--- config.mk ---
export PLATFORM = sky130hd
export DESIGN_NAME = instruction_fetch_flat
export DESIGN_NICKNAME = d
export VERILOG_FILES = /design/src/rtl/instruction_fetch_if.sv /design/src/rtl/instruction_fetch.sv /design/src/flat_wrapper.sv
export SDC_FILE = /design/constraint.sdc
export NUM_CORES = 1
export LEC_CHECK = 0
export CAP_MARGIN = 10
export CORE_MARGIN = 2
export CORE_UTILIZATION = 50
export CTS_CLUSTER_DIAMETER = 30
export CTS_CLUSTER_SIZE = 8
export DETAILED_ROUTE_END_ITERATION = 7
export DONT_BUFFER_PORTS = 1
export GPL_ROUTABILITY_DRIVEN = 0
export PLACE_DENSITY = 0.68
export SKIP_CTS_REPAIR_TIMING = 1
export SLEW_MARGIN = 20
export SYNTH_ARGS = -nofsm -noshare
export SYNTH_HDL_FRONTEND = slang
export SYNTH_SLANG_ARGS = --single-unit
--- constraint.sdc ---
create_clock -name clk -period 2.78 [get_ports clk]
set_clock_uncertainty 0.15 [all_clocks]
set_input_delay 0.556 -clock clk [delete_from_list [all_inputs] [get_ports clk]]
set_output_delay 0.556 -clock clk [all_outputs]
set_load 0.01 [all_outputs]
--- src/rtl/instruction_fetch_if.sv ---
// Fetch-unit bus: decoder fetch controls, program-memory port and fetch state outputs.
interface instruction_fetch_if #(
   parameter int unsigned PC_W = 13
);
   logic            instr_rd_en;
   logic            instr_flush;
   logic            pc_incr_en;
   logic            pc_j_en;
   logic            call_en;
   logic            ret_en;
   logic            pcl_wr_en;
   logic [7:0]      pcl_wdata;
   logic [4:0]      pclath;
   logic [13:0]     prog_data;
   logic [PC_W-1:0] prog_addr;
   logic [PC_W-1:0] pc;
   logic [13:0]     instr_current;
   logic            stack_ovf;
   logic            stack_unf;

   // Decoder / program-memory side
   modport master (
      output instr_rd_en, instr_flush, pc_incr_en, pc_j_en, call_en, ret_en,
             pcl_wr_en, pcl_wdata, pclath, prog_data,
      input  prog_addr, pc, instr_current, stack_ovf, stack_unf
   );

   // Fetch-unit side
   modport slave (
      input  instr_rd_en, instr_flush, pc_incr_en, pc_j_en, call_en, ret_en,
             pcl_wr_en, pcl_wdata, pclath, prog_data,
      output prog_addr, pc, instr_current, stack_ovf, stack_unf
   );
endinterface

--- src/rtl/instruction_fetch.sv ---
// PIC16F program counter, instruction register and circular hardware return stack.
module instruction_fetch #(
   parameter int unsigned STACK_DEPTH = 8,
   parameter int unsigned PC_W        = 13
) (
   input  logic               clk,
   input  logic               rst,
   instruction_fetch_if.slave bus
);
   localparam int unsigned PTR_W = $clog2(STACK_DEPTH);
   localparam int unsigned OCC_W = $clog2(STACK_DEPTH + 1);
   localparam int unsigned IR_W  = 14;

   logic [PC_W-1:0]  pc_q,  pc_d;
   logic [IR_W-1:0]  ir_q,  ir_d;
   logic [PTR_W-1:0] sp_q,  sp_d;
   logic [OCC_W-1:0] occ_q, occ_d;
   logic             ovf_q, ovf_d;
   logic             unf_q, unf_d;
   logic             push_c;
   logic [PC_W-1:0]  jmp_target_c;
   logic [PC_W-1:0]  stack_q [STACK_DEPTH];

   // Jump target: page bits from PCLATH, low 11 bits from the opcode
   assign jmp_target_c = PC_W'({bus.pclath[4:3], ir_q[10:0]});

   // Instruction register next value: flush beats load
   always_comb begin
      ir_d = ir_q;
      if (bus.instr_flush)
         ir_d = '0;
      else if (bus.instr_rd_en)
         ir_d = bus.prog_data;
   end

   // PC and stack bookkeeping: single highest-priority action per edge
   always_comb begin
      pc_d   = pc_q;
      sp_d   = sp_q;
      occ_d  = occ_q;
      ovf_d  = ovf_q;
      unf_d  = unf_q;
      push_c = 1'b0;
      if (bus.ret_en) begin
         pc_d = stack_q[sp_q];
         sp_d = PTR_W'(sp_q - PTR_W'(1));
         if (occ_q == '0)
            unf_d = 1'b1;
         else
            occ_d = OCC_W'(occ_q - OCC_W'(1));
      end else if (bus.pc_j_en && bus.call_en) begin
         push_c = 1'b1;
         pc_d   = jmp_target_c;
         sp_d   = PTR_W'(sp_q + PTR_W'(1));
         if (occ_q == OCC_W'(STACK_DEPTH))
            ovf_d = 1'b1;
         else
            occ_d = OCC_W'(occ_q + OCC_W'(1));
      end else if (bus.pc_j_en) begin
         pc_d = jmp_target_c;
      end else if (bus.pcl_wr_en) begin
         pc_d = PC_W'({bus.pclath, bus.pcl_wdata});
      end else if (bus.pc_incr_en) begin
         pc_d = PC_W'(pc_q + PC_W'(1));
      end
   end

   // Fetch state registers
   always_ff @(posedge clk or negedge rst) begin
      if (!rst) begin
         pc_q  <= '0;
         ir_q  <= '0;
         sp_q  <= '0;
         occ_q <= '0;
         ovf_q <= 1'b0;
         unf_q <= 1'b0;
      end else begin
         pc_q  <= pc_d;
         ir_q  <= ir_d;
         sp_q  <= sp_d;
         occ_q <= occ_d;
         ovf_q <= ovf_d;
         unf_q <= unf_d;
      end
   end

   // Stack storage is not reset; a push is dropped while reset is held
   always_ff @(posedge clk) begin
      if (rst && push_c)
         stack_q[sp_d] <= pc_q;
   end

   // Outputs
   assign bus.pc            = pc_q;
   assign bus.prog_addr     = pc_q;
   assign bus.instr_current = ir_q;
   assign bus.stack_ovf     = ovf_q;
   assign bus.stack_unf     = unf_q;
endmodule

--- src/flat_wrapper.sv ---
// flat-port wrapper written by rule: the top's interface ports become plain ports
module instruction_fetch_flat 
#(
   parameter int unsigned STACK_DEPTH = 8,
   parameter int unsigned PC_W        = 13
)
  (clk, rst, bus_instr_rd_en, bus_instr_flush, bus_pc_incr_en, bus_pc_j_en, bus_call_en, bus_ret_en, bus_pcl_wr_en, bus_pcl_wdata, bus_pclath, bus_prog_data, bus_prog_addr, bus_pc, bus_instr_current, bus_stack_ovf, bus_stack_unf);
  instruction_fetch_if #(.PC_W(PC_W)) bus_i ();
  input  logic clk;
  input  logic rst;
  input wire logic [$bits(bus_i.instr_rd_en)-1:0] bus_instr_rd_en;
  input wire logic [$bits(bus_i.instr_flush)-1:0] bus_instr_flush;
  input wire logic [$bits(bus_i.pc_incr_en)-1:0] bus_pc_incr_en;
  input wire logic [$bits(bus_i.pc_j_en)-1:0] bus_pc_j_en;
  input wire logic [$bits(bus_i.call_en)-1:0] bus_call_en;
  input wire logic [$bits(bus_i.ret_en)-1:0] bus_ret_en;
  input wire logic [$bits(bus_i.pcl_wr_en)-1:0] bus_pcl_wr_en;
  input wire logic [$bits(bus_i.pcl_wdata)-1:0] bus_pcl_wdata;
  input wire logic [$bits(bus_i.pclath)-1:0] bus_pclath;
  input wire logic [$bits(bus_i.prog_data)-1:0] bus_prog_data;
  output wire logic [$bits(bus_i.prog_addr)-1:0] bus_prog_addr;
  output wire logic [$bits(bus_i.pc)-1:0] bus_pc;
  output wire logic [$bits(bus_i.instr_current)-1:0] bus_instr_current;
  output wire logic [$bits(bus_i.stack_ovf)-1:0] bus_stack_ovf;
  output wire logic [$bits(bus_i.stack_unf)-1:0] bus_stack_unf;
  assign bus_i.instr_rd_en = bus_instr_rd_en;
  assign bus_i.instr_flush = bus_instr_flush;
  assign bus_i.pc_incr_en = bus_pc_incr_en;
  assign bus_i.pc_j_en = bus_pc_j_en;
  assign bus_i.call_en = bus_call_en;
  assign bus_i.ret_en = bus_ret_en;
  assign bus_i.pcl_wr_en = bus_pcl_wr_en;
  assign bus_i.pcl_wdata = bus_pcl_wdata;
  assign bus_i.pclath = bus_pclath;
  assign bus_i.prog_data = bus_prog_data;
  assign bus_prog_addr = bus_i.prog_addr;
  assign bus_pc = bus_i.pc;
  assign bus_instr_current = bus_i.instr_current;
  assign bus_stack_ovf = bus_i.stack_ovf;
  assign bus_stack_unf = bus_i.stack_unf;
  instruction_fetch #(.STACK_DEPTH(STACK_DEPTH), .PC_W(PC_W)) u_core (.clk(clk), .rst(rst), .bus(bus_i));
endmodule
==> reports/metrics.cfg, run 1 <==
[sta]
fin_crit_ps=2433
hold_slack_ps=45.62
tns_ps=0
fmax_ghz=0.4110
rsz0062_at_grt=false
period_share=0.8752
setup_violations=0
slew_headroom=0.5021
finalHoldViolations=0
worst_pin_slew_ps=746.8
drv_slew=0

[global_routing]
gr-total-overflow=0
grt_pass1_vias=3619
grt_max_degree=40
antenna_found_initial=0
grt_use_total=0.2245
grt_pass1_wl_mm=21.57

[setup_path]
crit_chain=inv_1 > ha_1 > and3_1 > o31a_1 > nand4b_1 > nor2_1 > buf_4
cp-end-kind=flop
critPathLaunchType=flop
cp.arrival_ps=2410
crit_path_max_incr_delay_ps=430
crit_buf_inv=2
cpLargestDelayFamily=simple AND/OR/NAND/NOR gates
cp_max_fo=8
required_ps=2760
critPathSlowestCell=dfrtp_1
critical_path_class=flop to flop

[drt]
drc=0
drtIter0Drc=305
ant_nets=0
num_vias=3711
viasPerCell=6.154
drt_wl_total_mm=14.36
avgRoutedWirePerCell_um=23.81
dr.pass1.iters=5

[yosys]
synth-seq-cells=140
yosysWarnings=0
synthTopCellsByCount=edfxtp_1 (104), dfrtp_1 (36), nor2_1 (29)
syn_area_sq_um=6284
synthFlopType=edfxtp_1
synth.largest_area_cell=edfxtp_1
synth-async-reset-ratio=0.2571
ys_seq_area_frac=0.6404
syn_nets=449
synth_top_area_share=0.4970
ys_top_cells_by_area=edfxtp_1 (50%), dfrtp_1 (14%), mux4_2 (5.7%)
syn_inst=407
synth.most_common_cell=edfxtp_1
ys_types=60
synth_edf_count=104
synth.avg_cell_area_sq_um=15.44

[pwr]
p_comb_frac=0.272
p_leak_nw=2.621
sw_frac_of_total=0.3201
p_int_mw=4.838
power.switching_mw=2.277
power.total_mw=7.116
vdd_drop_max_mv=0.5422
pwr-share-clk=0.320
seqPwrFrac=0.408
power_density_nw_per_um2=998.5

[placed_design]
place_inst=569
portBuffers=0
dpl.hpwl_mm=9.300
post_dp_cell_area_sq_um=6496

[die]
core_area_sq_um=12160
dieWidth_um=116.1
design.die.area_sq_um=13480
die_y_um=116.1
rows=40
start_util=0.5167
ioPinCount=78

[cells_and_area]
n_antenna_cell=0
finalNetCount=464
finalInstanceArea_sq_um=7127
fillers=897
fin_cells=603
area_growth_pct=13.42
drive_gt1_frac=0.2023

[clock_tree]
worstSkewPairLatency_ps=420
clockBufferDepth=2
clock-root-buffer=clkbuf_16
cts_buffers=17
cts_sinks=140
htree_levels=4
clk_pin_slew_worst_paths_ps=60
cts_tree=built

[run]
max_cap_violations=0

[hold_path]
hold_class=input pin to flop

[status]
status=finished, final reports clean

[cells in the final DEF, fill, tap and decap left out, types with 5 or more instances in the layout]
cell type  netlist  final
mux2i_1         28     28
xnor2_1          5      5
nand2b_1         5      5
nor2_1          29     28
a21oi_1          9      9
dfrtp_1         36     36
clkbuf_16        0     17
buf_4           13     29
inv_1            8      8
nand3_1         11     11
edfxtp_1       104    104
inv_6            0      5
a22oi_1          5      5
o21ai_0          8      8
and3_1           6      6
nor3_1           5      5
nand2_1         11     11
ha_1             5      5
mux4_1          10     10
mux4_2          16     16
[cell families after synthesis]
| logic type | share of synthesized area |
|---|---|
| fa+ha+maj | 0.01314 |
| simple gates | 0.07487 |
| mux | 0.1509 |
| buf+inv | 0.03943 |
| xor+xnor | 0.009757 |
| compound gates | 0.07149 |
| flops | 0.6404 |
[stage by stage]
step / util / worst slack [ps]
2_1_floorplan: - / -170.9
3_3_place_gp: 0.5342 / 450.8
3_5_place_dp: 0.5342 / 379.8
4_1_cts: 0.5835 / 363.5
5_1_grt: 0.5860 / 241.5
6_report: 0.5860 / 347.0
[power by group through the flow]
stage / clock network (mW) / registers [mW] / logic [mW]
6_report: 2.28 / 2.90 / 1.94
3_3_place_gp: 0 / 2.93 / 1.90
5_1_grt: 2.41 / 2.93 / 2.11
3_5_place_dp: 0 / 2.93 / 1.95
4_1_cts: 2.31 / 2.90 / 1.95
2_1_floorplan: 0 / 3.03 / 1.36
[final cells by class]
type,count,area (sq um),share of cell area
Clock buffer,17,425.4,0.05969
Clock inverter,15,175.2,0.02458
Inverter,8,30.03,0.004213
Multi-Input combinational cell,224,2014,0.2827
Timing Repair Buffer,31,247.7,0.03476
Sequential cell,140,4024,0.5646
Tap cell,168,210.2,0.02949
[registers in the layout, indices dropped and copies added (netlist names)]
register,flops
u_core.stack_q,104
u_core.bus.instr_current,14
u_core.bus.pc,13
u_core.occ_q,4
u_core.sp_q,3
u_core.bus.stack_ovf,1
u_core.bus.stack_unf,1
[path summary, 6_finish.rpt]
check	from	endpoint	slack [ps]	cells past startpoint
hold reg to reg	u_core.bus.stack_unf$_DFFE_PN0P_	u_core.bus.stack_unf$_DFFE_PN0P_	390	1
max in group asynchronous	rst	u_core.bus.instr_current[8]$_DFFE_PN0P_	1790	2
hold / removal	bus_instr_flush	u_core.bus.instr_current[3]$_DFFE_PN0P_	50	1
min in group asynchronous	rst	u_core.bus.instr_current[6]$_DFFE_PN0P_	490	2
setup / recovery	u_core.sp_q[0]$_DFF_PN0_	u_core.stack_q[0][4]$_DFFE_PP_	350	7
setup reg to reg	u_core.sp_q[0]$_DFF_PN0_	u_core.stack_q[0][4]$_DFFE_PP_	350	7
[routing by layer]
layer | routed length, um | vias up | track usage | share of wire
met2 | 7300 | 133 | 0.3571 | 0.51
li1 | - | 1633 | - | -
met3 | 888 | 22 | 0.06591 | 0.062
met4 | 290 | 0 | 0.08016 | 0.020
met1 | 5876 | 1923 | 0.2992 | 0.41
met5 | 0 | - | 0 | 0
Note: power is estimated with default switching activity, not from simulation.
==> run 2, diff against run 1 <==
CAP_MARGIN = unset   (was 10)
==> results of run 2 <==
The final DEF is identical to that of run 1; final timing and power are the same.
==> run 3, diff against run 2 <==
SETUP_SLACK_MARGIN = 0.15   (was unset)
==> reports/metrics.cfg, run 3 (synthesis gave the netlist of run 1 again) <==
[setup_path]
cpLargestDelayFamily=simple AND/OR/NAND/NOR gates
crit_chain=buf_4 > ha_1 > and4b_1 > a21oi_1 > xor2_2 > inv_1 > nor2_4
worstSetupEndpoint=u_core.stack_q[3][12]$_DFFE_PP_
reg2reg_to=u_core.stack_q[3][12]$_DFFE_PP_
critPathSlowestCell=nor2_4
critical_path_class=flop to flop
cp-end-kind=flop
worst-path-stages=7
r2r_start=u_core.sp_q[1]$_DFF_PN0_
cp_max_fo=13
cp.arrival_ps=2430
r2r_cells=7
crit_path_max_incr_delay_ps=460
worst-r2r-setup-slack_ps=250
cp-startpoint=u_core.sp_q[1]$_DFF_PN0_
required_ps=2680
crit_buf_inv=2
critPathLaunchType=flop

[die]
ioPinCount=78
rows=40
core_area_sq_um=12160
start_util=0.5167
design.die.area_sq_um=13480
die_y_um=116.1
dieWidth_um=116.1

[sta]
finalHoldViolations=0
fin_ws_ps=249.1
fin_crit_ps=2531
fmax_ghz=0.3951
slew_headroom=0.5208
hold_slack_ps=47.53
drv_slew=0
tns_ps=0
rsz0062_at_grt=false
worst_pin_slew_ps=718.8
setup_violations=0
period_share=0.9104

[drt]
ant_nets=0
drtIter0Drc=316
dr.pass1.iters=5
drt_wl_total_mm=14.49
avgRoutedWirePerCell_um=24.35
num_vias=3673
drc=0
viasPerCell=6.173

[pwr]
vdd_drop_max_mv=0.5936
p_leak_nw=2.564
power.total_mw=7.085
power_density_nw_per_um2=996.7

[clock_tree]
htree_levels=4
worstSkewPairLatency_ps=420
cts_sinks=140
clk_pin_slew_worst_paths_ps=60
clock-root-buffer=clkbuf_16
cts_buffers=17
clockBufferDepth=2
cts_tree=built

[cells_and_area]
area_growth_pct=13.12
fin_util=0.5845
finalNetCount=457
final_cell_mix=edfxtp_1 (104), dfrtp_1 (36), mux2i_1 (28), nor2_1 (22), buf_4 (20)
seq_area_sq_um=4024
finalInstanceArea_sq_um=7108
fin_cells=595
drive_gt1_frac=0.2037
layout_commonest_cell=edfxtp_1
regMostFlops=u_core.stack_q
n_antenna_cell=0
multiInputGateArea_sq_um=2062
fillers=929
largest_reg_flops=104

[placed_design]
portBuffers=0
place_inst=560
dpl.hpwl_mm=9.575
post_dp_cell_area_sq_um=6476
dp_slack_ps=178.5

[status]
status=finished, final reports clean

[run]
max_cap_violations=0

[global_routing]
grt_pass1_vias=3526
grt_use_total=0.2237
antenna_found_initial=0
grt_pass1_wl_mm=21.40
gr-total-overflow=0
grt_max_degree=40

[hold_path]
hold_class=input pin to flop

[run 3: cell types whose count changed in the layout (fill, tap and decap cells not counted), moves of 2 or more]
cell      previous run  this run
clkinv_4             2         5
buf_4               29        20
buf_12               1         3
nor2_4               0         5
inv_8                3         0
nor2_1              28        22
[run 3: how the worst min path moves through the flow]
stage | slack, ps | depth (start not counted) | endpoint | startpoint
2_1_floorplan | 110 | 0 | u_core.bus.instr_current[0]$_DFFE_PN0P_ | rst
3_3_place_gp | 110 | 0 | u_core.occ_q[1]$_DFFE_PN0P_ | rst
3_5_place_dp | 110 | 0 | u_core.occ_q[0]$_DFFE_PN0P_ | rst
4_1_cts | -340 | 0 | u_core.occ_q[0]$_DFFE_PN0P_ | rst
5_1_grt | 40 | 1 | u_core.bus.instr_current[6]$_DFFE_PN0P_ | bus_instr_flush
6_report | 50 | 1 | u_core.bus.instr_current[4]$_DFFE_PN0P_ | bus_instr_flush
[run 3: metal layers]
metal	global-route usage	share of wire	wire, um	vias to the layer above
li1	-	-	-	1620
met1	0.3192	0.42	6078	1879
met2	0.3314	0.48	6969	158
met3	0.06487	0.084	1210	16
met4	0.08492	0.016	228	0
met5	0	0	0	-
[run 3: power breakdown]
part | switching [mW] | internal, mW
logic | 1.13 | 0.839
clock network | 0.901 | 1.24
registers | 0.325 | 2.65
[run 3: final cells by class]
class | count | area share
clock buffer | 17 | 0.05985
tap | 168 | 0.02957
inverter | 8 | 0.004225
clock inverter | 14 | 0.01919
timing repair buffer | 24 | 0.03098
sequential | 140 | 0.5661
multi-input combinational | 224 | 0.2901
[run 3: worst register-to-register path, cell delays in order, from the launching register on]
cell and delay (ps):
dfrtp_1 390, buf_4 190, ha_1 190, and4b_1 190, a21oi_1 210, xor2_2 180, inv_1 200, nor2_4 460
